--- src/rtl/aes_pkg.sv ---
// Shared constants for the AES self-test sequencer: mode codes, round counts,
// FIPS-197 known-answer vectors and the run-control state encoding.
package aes_pkg;

  localparam int ROUND_W = 5;

  localparam logic [1:0] MODE_128 = 2'b00;
  localparam logic [1:0] MODE_192 = 2'b01;
  localparam logic [1:0] MODE_256 = 2'b10;
  localparam logic [1:0] MODE_BAD = 2'b11;

  localparam logic [ROUND_W-1:0] NR_128 = 5'd10;
  localparam logic [ROUND_W-1:0] NR_192 = 5'd12;
  localparam logic [ROUND_W-1:0] NR_256 = 5'd14;

  localparam logic [127:0] PT         = 128'h00112233445566778899aabbccddeeff;
  localparam logic [127:0] EXP_CT_128 = 128'h69c4e0d86a7b0430d8cdb78070b4c55a;
  localparam logic [127:0] EXP_CT_192 = 128'hdda97ca4864cdfe06eaf70a0ec0d7191;
  localparam logic [127:0] EXP_CT_256 = 128'h8ea2b7ca516745bfeafc49904b496089;

  typedef enum logic [2:0] {
    S_IDLE,
    S_CLEAR,
    S_ENC,
    S_DEC,
    S_DONE
  } state_t;

  function automatic logic [ROUND_W-1:0] nr_of(input logic [1:0] m);
    case (m)
      MODE_192: nr_of = NR_192;
      MODE_256: nr_of = NR_256;
      default:  nr_of = NR_128;
    endcase
  endfunction

  function automatic logic [127:0] exp_ct_of(input logic [1:0] m);
    case (m)
      MODE_192: exp_ct_of = EXP_CT_192;
      MODE_256: exp_ct_of = EXP_CT_256;
      default:  exp_ct_of = EXP_CT_128;
    endcase
  endfunction

endpackage

--- src/rtl/aes_phase_counter.sv ---
// Round counter shared by the encrypt and decrypt phases; saturates at the
// programmed round count and flags the terminal round.
module aes_phase_counter
  import aes_pkg::*;
(
  input  logic               clk,
  input  logic               reset,
  input  logic               i_clear,
  input  logic               i_inc,
  input  logic [ROUND_W-1:0] i_nr,
  output logic [ROUND_W-1:0] o_count,
  output logic               o_term
);

  logic [ROUND_W-1:0] r_count;

  always_ff @(posedge clk or negedge reset) begin
    if (!reset) begin
      r_count <= '0;
    end else if (i_clear) begin
      r_count <= '0;
    end else if (i_inc && (r_count != i_nr)) begin
      r_count <= r_count + ROUND_W'(1);
    end
  end

  assign o_count = r_count;
  assign o_term  = (r_count == i_nr);

endmodule

--- src/rtl/aes_selftest_sequencer.sv ---
// Run-control FSM: clears the cores, steps the forward then inverse core for
// the latched key size, and checks both final states against known answers.
module aes_selftest_sequencer
  import aes_pkg::*;
(
  input  logic               clk,
  input  logic               reset,
  input  logic               start,
  input  logic               abort,
  input  logic [1:0]         mode,
  input  logic [127:0]       core_out,
  output logic [5:0]         core_en,
  output logic               core_clr,
  output logic [ROUND_W-1:0] round_num,
  output logic [127:0]       display_state,
  output logic               busy,
  output logic               done,
  output logic               pass,
  output logic               err
);

  state_t             r_state;
  state_t             w_stateNext;
  logic [1:0]         r_mode;
  logic               r_encOk;
  logic               r_pass;
  logic               r_err;
  logic               r_errDone;
  logic [127:0]       r_disp;
  logic [ROUND_W-1:0] w_nr;
  logic [ROUND_W-1:0] w_count;
  logic               w_term;
  logic               w_accept;
  logic               w_reject;
  logic               w_decOk;
  logic [5:0]         w_encEn;
  logic [5:0]         w_coreEn;
  logic               w_coreClr;
  logic               w_busy;
  logic               w_done;
  logic               w_cntClr;
  logic               w_cntInc;

  assign w_nr     = nr_of(r_mode);
  assign w_accept = (r_state == S_IDLE) && start && (mode != MODE_BAD);
  assign w_reject = (r_state == S_IDLE) && start && (mode == MODE_BAD);
  assign w_decOk  = (core_out == PT);
  assign w_encEn  = 6'b000001 << {r_mode, 1'b0};

  aes_phase_counter u_counter (
    .clk     (clk),
    .reset   (reset),
    .i_clear (w_cntClr),
    .i_inc   (w_cntInc),
    .i_nr    (w_nr),
    .o_count (w_count),
    .o_term  (w_term)
  );

  always_ff @(posedge clk or negedge reset) begin
    if (!reset) begin
      r_state <= S_IDLE;
    end else begin
      r_state <= w_stateNext;
    end
  end

  // Counter is cleared on every exit to IDLE so round_num reads 0 whenever idle.
  always_comb begin
    w_stateNext = r_state;
    w_coreEn    = '0;
    w_coreClr   = 1'b0;
    w_busy      = 1'b0;
    w_done      = r_errDone;
    w_cntClr    = 1'b0;
    w_cntInc    = 1'b0;
    case (r_state)
      S_IDLE: begin
        if (w_accept) w_stateNext = S_CLEAR;
      end
      S_CLEAR: begin
        w_busy      = 1'b1;
        w_coreClr   = 1'b1;
        w_cntClr    = 1'b1;
        w_stateNext = S_ENC;
      end
      S_ENC: begin
        w_busy   = 1'b1;
        w_coreEn = w_encEn;
        w_cntInc = 1'b1;
        if (w_term) begin
          w_cntClr    = 1'b1;
          w_stateNext = S_DEC;
        end
      end
      S_DEC: begin
        w_busy   = 1'b1;
        w_coreEn = w_encEn << 1;
        w_cntInc = 1'b1;
        if (w_term) w_stateNext = S_DONE;
      end
      S_DONE: begin
        w_busy      = 1'b1;
        w_done      = 1'b1;
        w_cntClr    = 1'b1;
        w_stateNext = S_IDLE;
      end
      default: w_stateNext = S_IDLE;
    endcase
    if (abort && (r_state != S_IDLE)) begin
      w_cntClr    = 1'b1;
      w_stateNext = S_IDLE;
    end
  end

  always_ff @(posedge clk or negedge reset) begin
    if (!reset) begin
      r_mode    <= MODE_128;
      r_encOk   <= 1'b0;
      r_pass    <= 1'b0;
      r_err     <= 1'b0;
      r_errDone <= 1'b0;
      r_disp    <= '0;
    end else begin
      r_errDone <= w_reject;
      if (w_accept) begin
        r_mode  <= mode;
        r_encOk <= 1'b0;
        r_pass  <= 1'b0;
        r_err   <= 1'b0;
      end
      if (w_reject) r_err <= 1'b1;
      if ((r_state == S_ENC) || (r_state == S_DEC)) r_disp <= core_out;
      if ((r_state == S_ENC) && w_term) r_encOk <= (core_out == exp_ct_of(r_mode));
      // Pass is resolved on the last DEC round so it is already valid alongside done.
      if ((r_state == S_DEC) && w_term && !abort) r_pass <= r_encOk && w_decOk;
    end
  end

  assign core_en       = w_coreEn;
  assign core_clr      = w_coreClr;
  assign round_num     = w_count;
  assign display_state = r_disp;
  assign busy          = w_busy;
  assign done          = w_done;
  assign pass          = r_pass;
  assign err           = r_err;

  a_coreEnOneHot: assert property (@(posedge clk) disable iff (!reset) $onehot0(core_en));

endmodule

--- config.mk ---
export PLATFORM = sky130hd
export DESIGN_NAME = aes_selftest_sequencer
export DESIGN_NICKNAME = d
export VERILOG_FILES = /design/src/rtl/aes_pkg.sv /design/src/rtl/aes_phase_counter.sv /design/src/rtl/aes_selftest_sequencer.sv
export SDC_FILE = /design/constraint.sdc
export NUM_CORES = 1
export LEC_CHECK = 0
export CAP_MARGIN = 20
export CORE_UTILIZATION = 43
export DETAILED_ROUTE_END_ITERATION = 7
export MAX_ROUTING_LAYER = met4
export PLACE_DENSITY = 0.81
export SLEW_MARGIN = 20
export SYNTH_ARGS = -nofsm -noshare
export SYNTH_HDL_FRONTEND = slang
export SYNTH_SLANG_ARGS = --single-unit
--- constraint.sdc ---
create_clock -name clk -period 2.4 [get_ports clk]
set_input_delay 0.36 -clock clk [delete_from_list [all_inputs] [get_ports clk]]
set_output_delay 0.36 -clock clk [all_outputs]
set_load 0.05 [all_outputs]
==> flow_metrics.tcl <==
set metrics [dict create \
    ys_top_cells_by_area "dfrtp_1, nand2_1, nor2_1" \
    gp_congestion 1.04 \
    maxUsedRoutingLayer "met4" \
    stdcell_count 1308 \
    maxSlewHeadroom_pct 55.2 \
    synth_warnings 0 \
    peakVddDrop_mv 0.697 \
    min_period_ps 2290 \
    power_density_nw_per_um2 1200 \
    drcViolationCount 0 \
    hold_class "primary input to asynchronous set/reset pin" \
    cts-root-buf "clkbuf_16" \
    core_area_sq_um 14800 \
    ioPinCount 278 \
    antenna_left 0 \
    synth_edf_count 0 \
    setup_viol 0 \
    wl_um 26900 \
    track_usage_pct 36.4 \
    portBuffers 277 \
    grt_pass1_wl_um 41500 \
    met3_length_um 2420 \
    netSwitchingFraction_pct 46.5 \
    hold_violations 0 \
    power.internal_w 0.00680 \
    synth_nets 933 \
    reg2reg_slack_ps 130 \
    setup.worst_path.start "r_mode[0]" \
    r2r_cells 7 \
    clockPowerShare_pct 20.3 \
    reg2reg_from "r_mode[0]" \
    die-area_sq_um 15800 \
    antenna_found_initial 0 \
    crit_path_start_kind "flop" \
    row_count 44 \
    total_power_w 0.0127 \
    clk_pin_slew_ps 60 \
    rr_endpoint "r_encOk" \
    initial_core_util_pct 44.6 \
    power_frac_comb_pct 50.8 \
    pwr-share-seq_pct 28.8 \
    end_kind "primary output" \
    ys_ff_latch 142 \
    wl_met2_um 12400 \
    synth_top_area_share_pct 54.0 \
    cts_tree "yes" \
    critPathArrivalTime_ps 1930 \
    yosysUniqueCellTypes 53 \
    netlist_instances 795 \
    area_delta_synth_final_pct 60.1 \
    status "finished, final reports clean" \
    finClkSkew_ps 4.37 \
    fmax_mhz 436 \
    routedWlPerCell_um 20.6 \
    nets 1249 \
    die_x_um 126 \
    worst_pin_slew_ps 667 \
    dp_cells 1275 \
    layout_common_cells "nand2_1, clkdlybuf4s50_1, dfrtp_1" \
    drive_gt1_share_pct 9.34 \
    drt_iter0_drc 687 \
    first_pass_iters 5 \
    synthFlopType "dfrtp_1" \
    clockBufferDepth 2 \
    numCtsBuffers 17 \
    crit_end "core_en[4]" \
    worst-path-max-fanout 5 \
    grt_pass1_vias 7185 \
    post-dp-hpwl_um 20800 \
    final_common_cell "nand2_1" \
    fin_util_pct 71.5 \
    async_flop_share_pct 100 \
    die_h_um 126 \
    grt_max_degree 64 \
    cap_viol_max_count 0 \
    syn_area_per_cell_sq_um 8.28 \
    clock_latency_ps 430 \
    synth_area_sq_um 6590 \
    post-synth-top-area-cell "dfrtp_1" \
    rsz0062_at_grt "false" \
    cts_num_sinks 142 \
    power.switching_w 0.00590 \
    wl_met1_um 11000 \
    overflow 0 \
    ys_seq_area_share_pct 54.0 \
    antenna_cells 0 \
    maxSlewViolCount 0 \
    htreeDepth 4 \
    crit_type "flop to primary output" \
    cts_setup_buffers 0 \
    p_leak_nw 4.92 \
    via_per_inst 5.45 \
    via_count 7123 \
    timing.final.crit_share_pct 95.5 \
    required_ps 2040 \
    fin_setup_tns_ps 0 \
]
==> worst max-delay path, cell delays in order, from the launching register on <==
cell and delay, ps:
dfrtp_1 400, inv_1 90, ha_1 300, inv_2 60, buf_4 160, nor3_1 300, buf_12 180
==> metal layers <==
layer,global-route usage (%),vias up
met5,-,-
met4,17.3,0
met3,9.39,92
met2,56.1,396
met1,44.8,3384
li1,-,3251
==> kinds of logic after synthesis <==
| logic type | after synthesis | synth area share, % |
|---|---|---|
| simple gates | 559 | 37.3 |
| flops | 142 | 54.0 |
| buf+inv | 41 | 2.47 |
| compound gates | 37 | 3.84 |
| xor+xnor | 8 | 1.06 |
| mux | 4 | 0.627 |
| fa+ha+maj | 4 | 0.760 |
==> registers in the layout, indices dropped and copies added (netlist names) <==
signal and cells:
display_state 128, u_counter.o_count 5, r_state 3, r_mode 2
err 1, pass 1, r_encOk 1, r_errDone 1
==> worst min path at each step <==
| stage | cells past startpoint | from | to | slack, ps |
|---|---|---|---|---|
| floorplan | 0 | reset | display_state[0] | 60 |
| global placement | 1 | reset | display_state[0] | 370 |
| detailed placement | 1 | reset | display_state[0] | 380 |
| CTS | 2 | display_state[30] | display_state[30] | 480 |
| global route | 2 | display_state[55] | display_state[55] | 490 |
| finish | 2 | reset | display_state[124] | 470 |
==> through the flow <==
step	setup WS (ps)	hold slack (ps)	area, sq um
final	108	470	10500
after global routing	8.68	487	10500
after detailed placement	-190	377	9950
after global placement	-5.13	372	9950
after CTS	71.1	476	10500
after floorplan	24.5	64.4	6590
==> area by class of cell <==
class / instances / area [sq um]
clock buffers: 18 / 429
clock inverters: 14 / 144
fillers: 1165 / 4210
inverters: 5 / 18.8
multi-input cells: 612 / 2900
flip-flops and latches: 142 / 3550
well taps: 184 / 230
repair buffers: 333 / 3280
==> synth_stat cells, drive strengths merged, types with 5 or more instances <==
cell type	number
nor2b	5
nor4	14
clkbuf	31
a31oi	5
nor3	15
nand2	414
nand4b	7
buf	5
nor3b	5
nand3	9
nand3b	8
nand2b	5
nor2	37
o21ai	7
nand4	14
a21oi	5
inv	5
dfrtp	142
nor4b	5
==> timing repair <==
| action | 4_1_cts | 5_1_grt |
|---|---|---|
| gates resized for setup | 1 | 3 |
| hold buffers | 1 | 0 |
| setup endpoints to repair | 1 | 7 |
| hold endpoints to repair | 60 | 0 |
==> power by group through the flow <==
stage          registers (W)  clock network (W)  logic [W]
4_1_cts              0.00366            0.00260    0.00645
3_5_place_dp         0.00368                  0    0.00643
2_1_floorplan        0.00642                  0    0.00112
6_report             0.00366            0.00258    0.00646
5_1_grt              0.00376            0.00274    0.00675
3_3_place_gp         0.00365                  0    0.00636
Power figures use the tool's default switching activity.
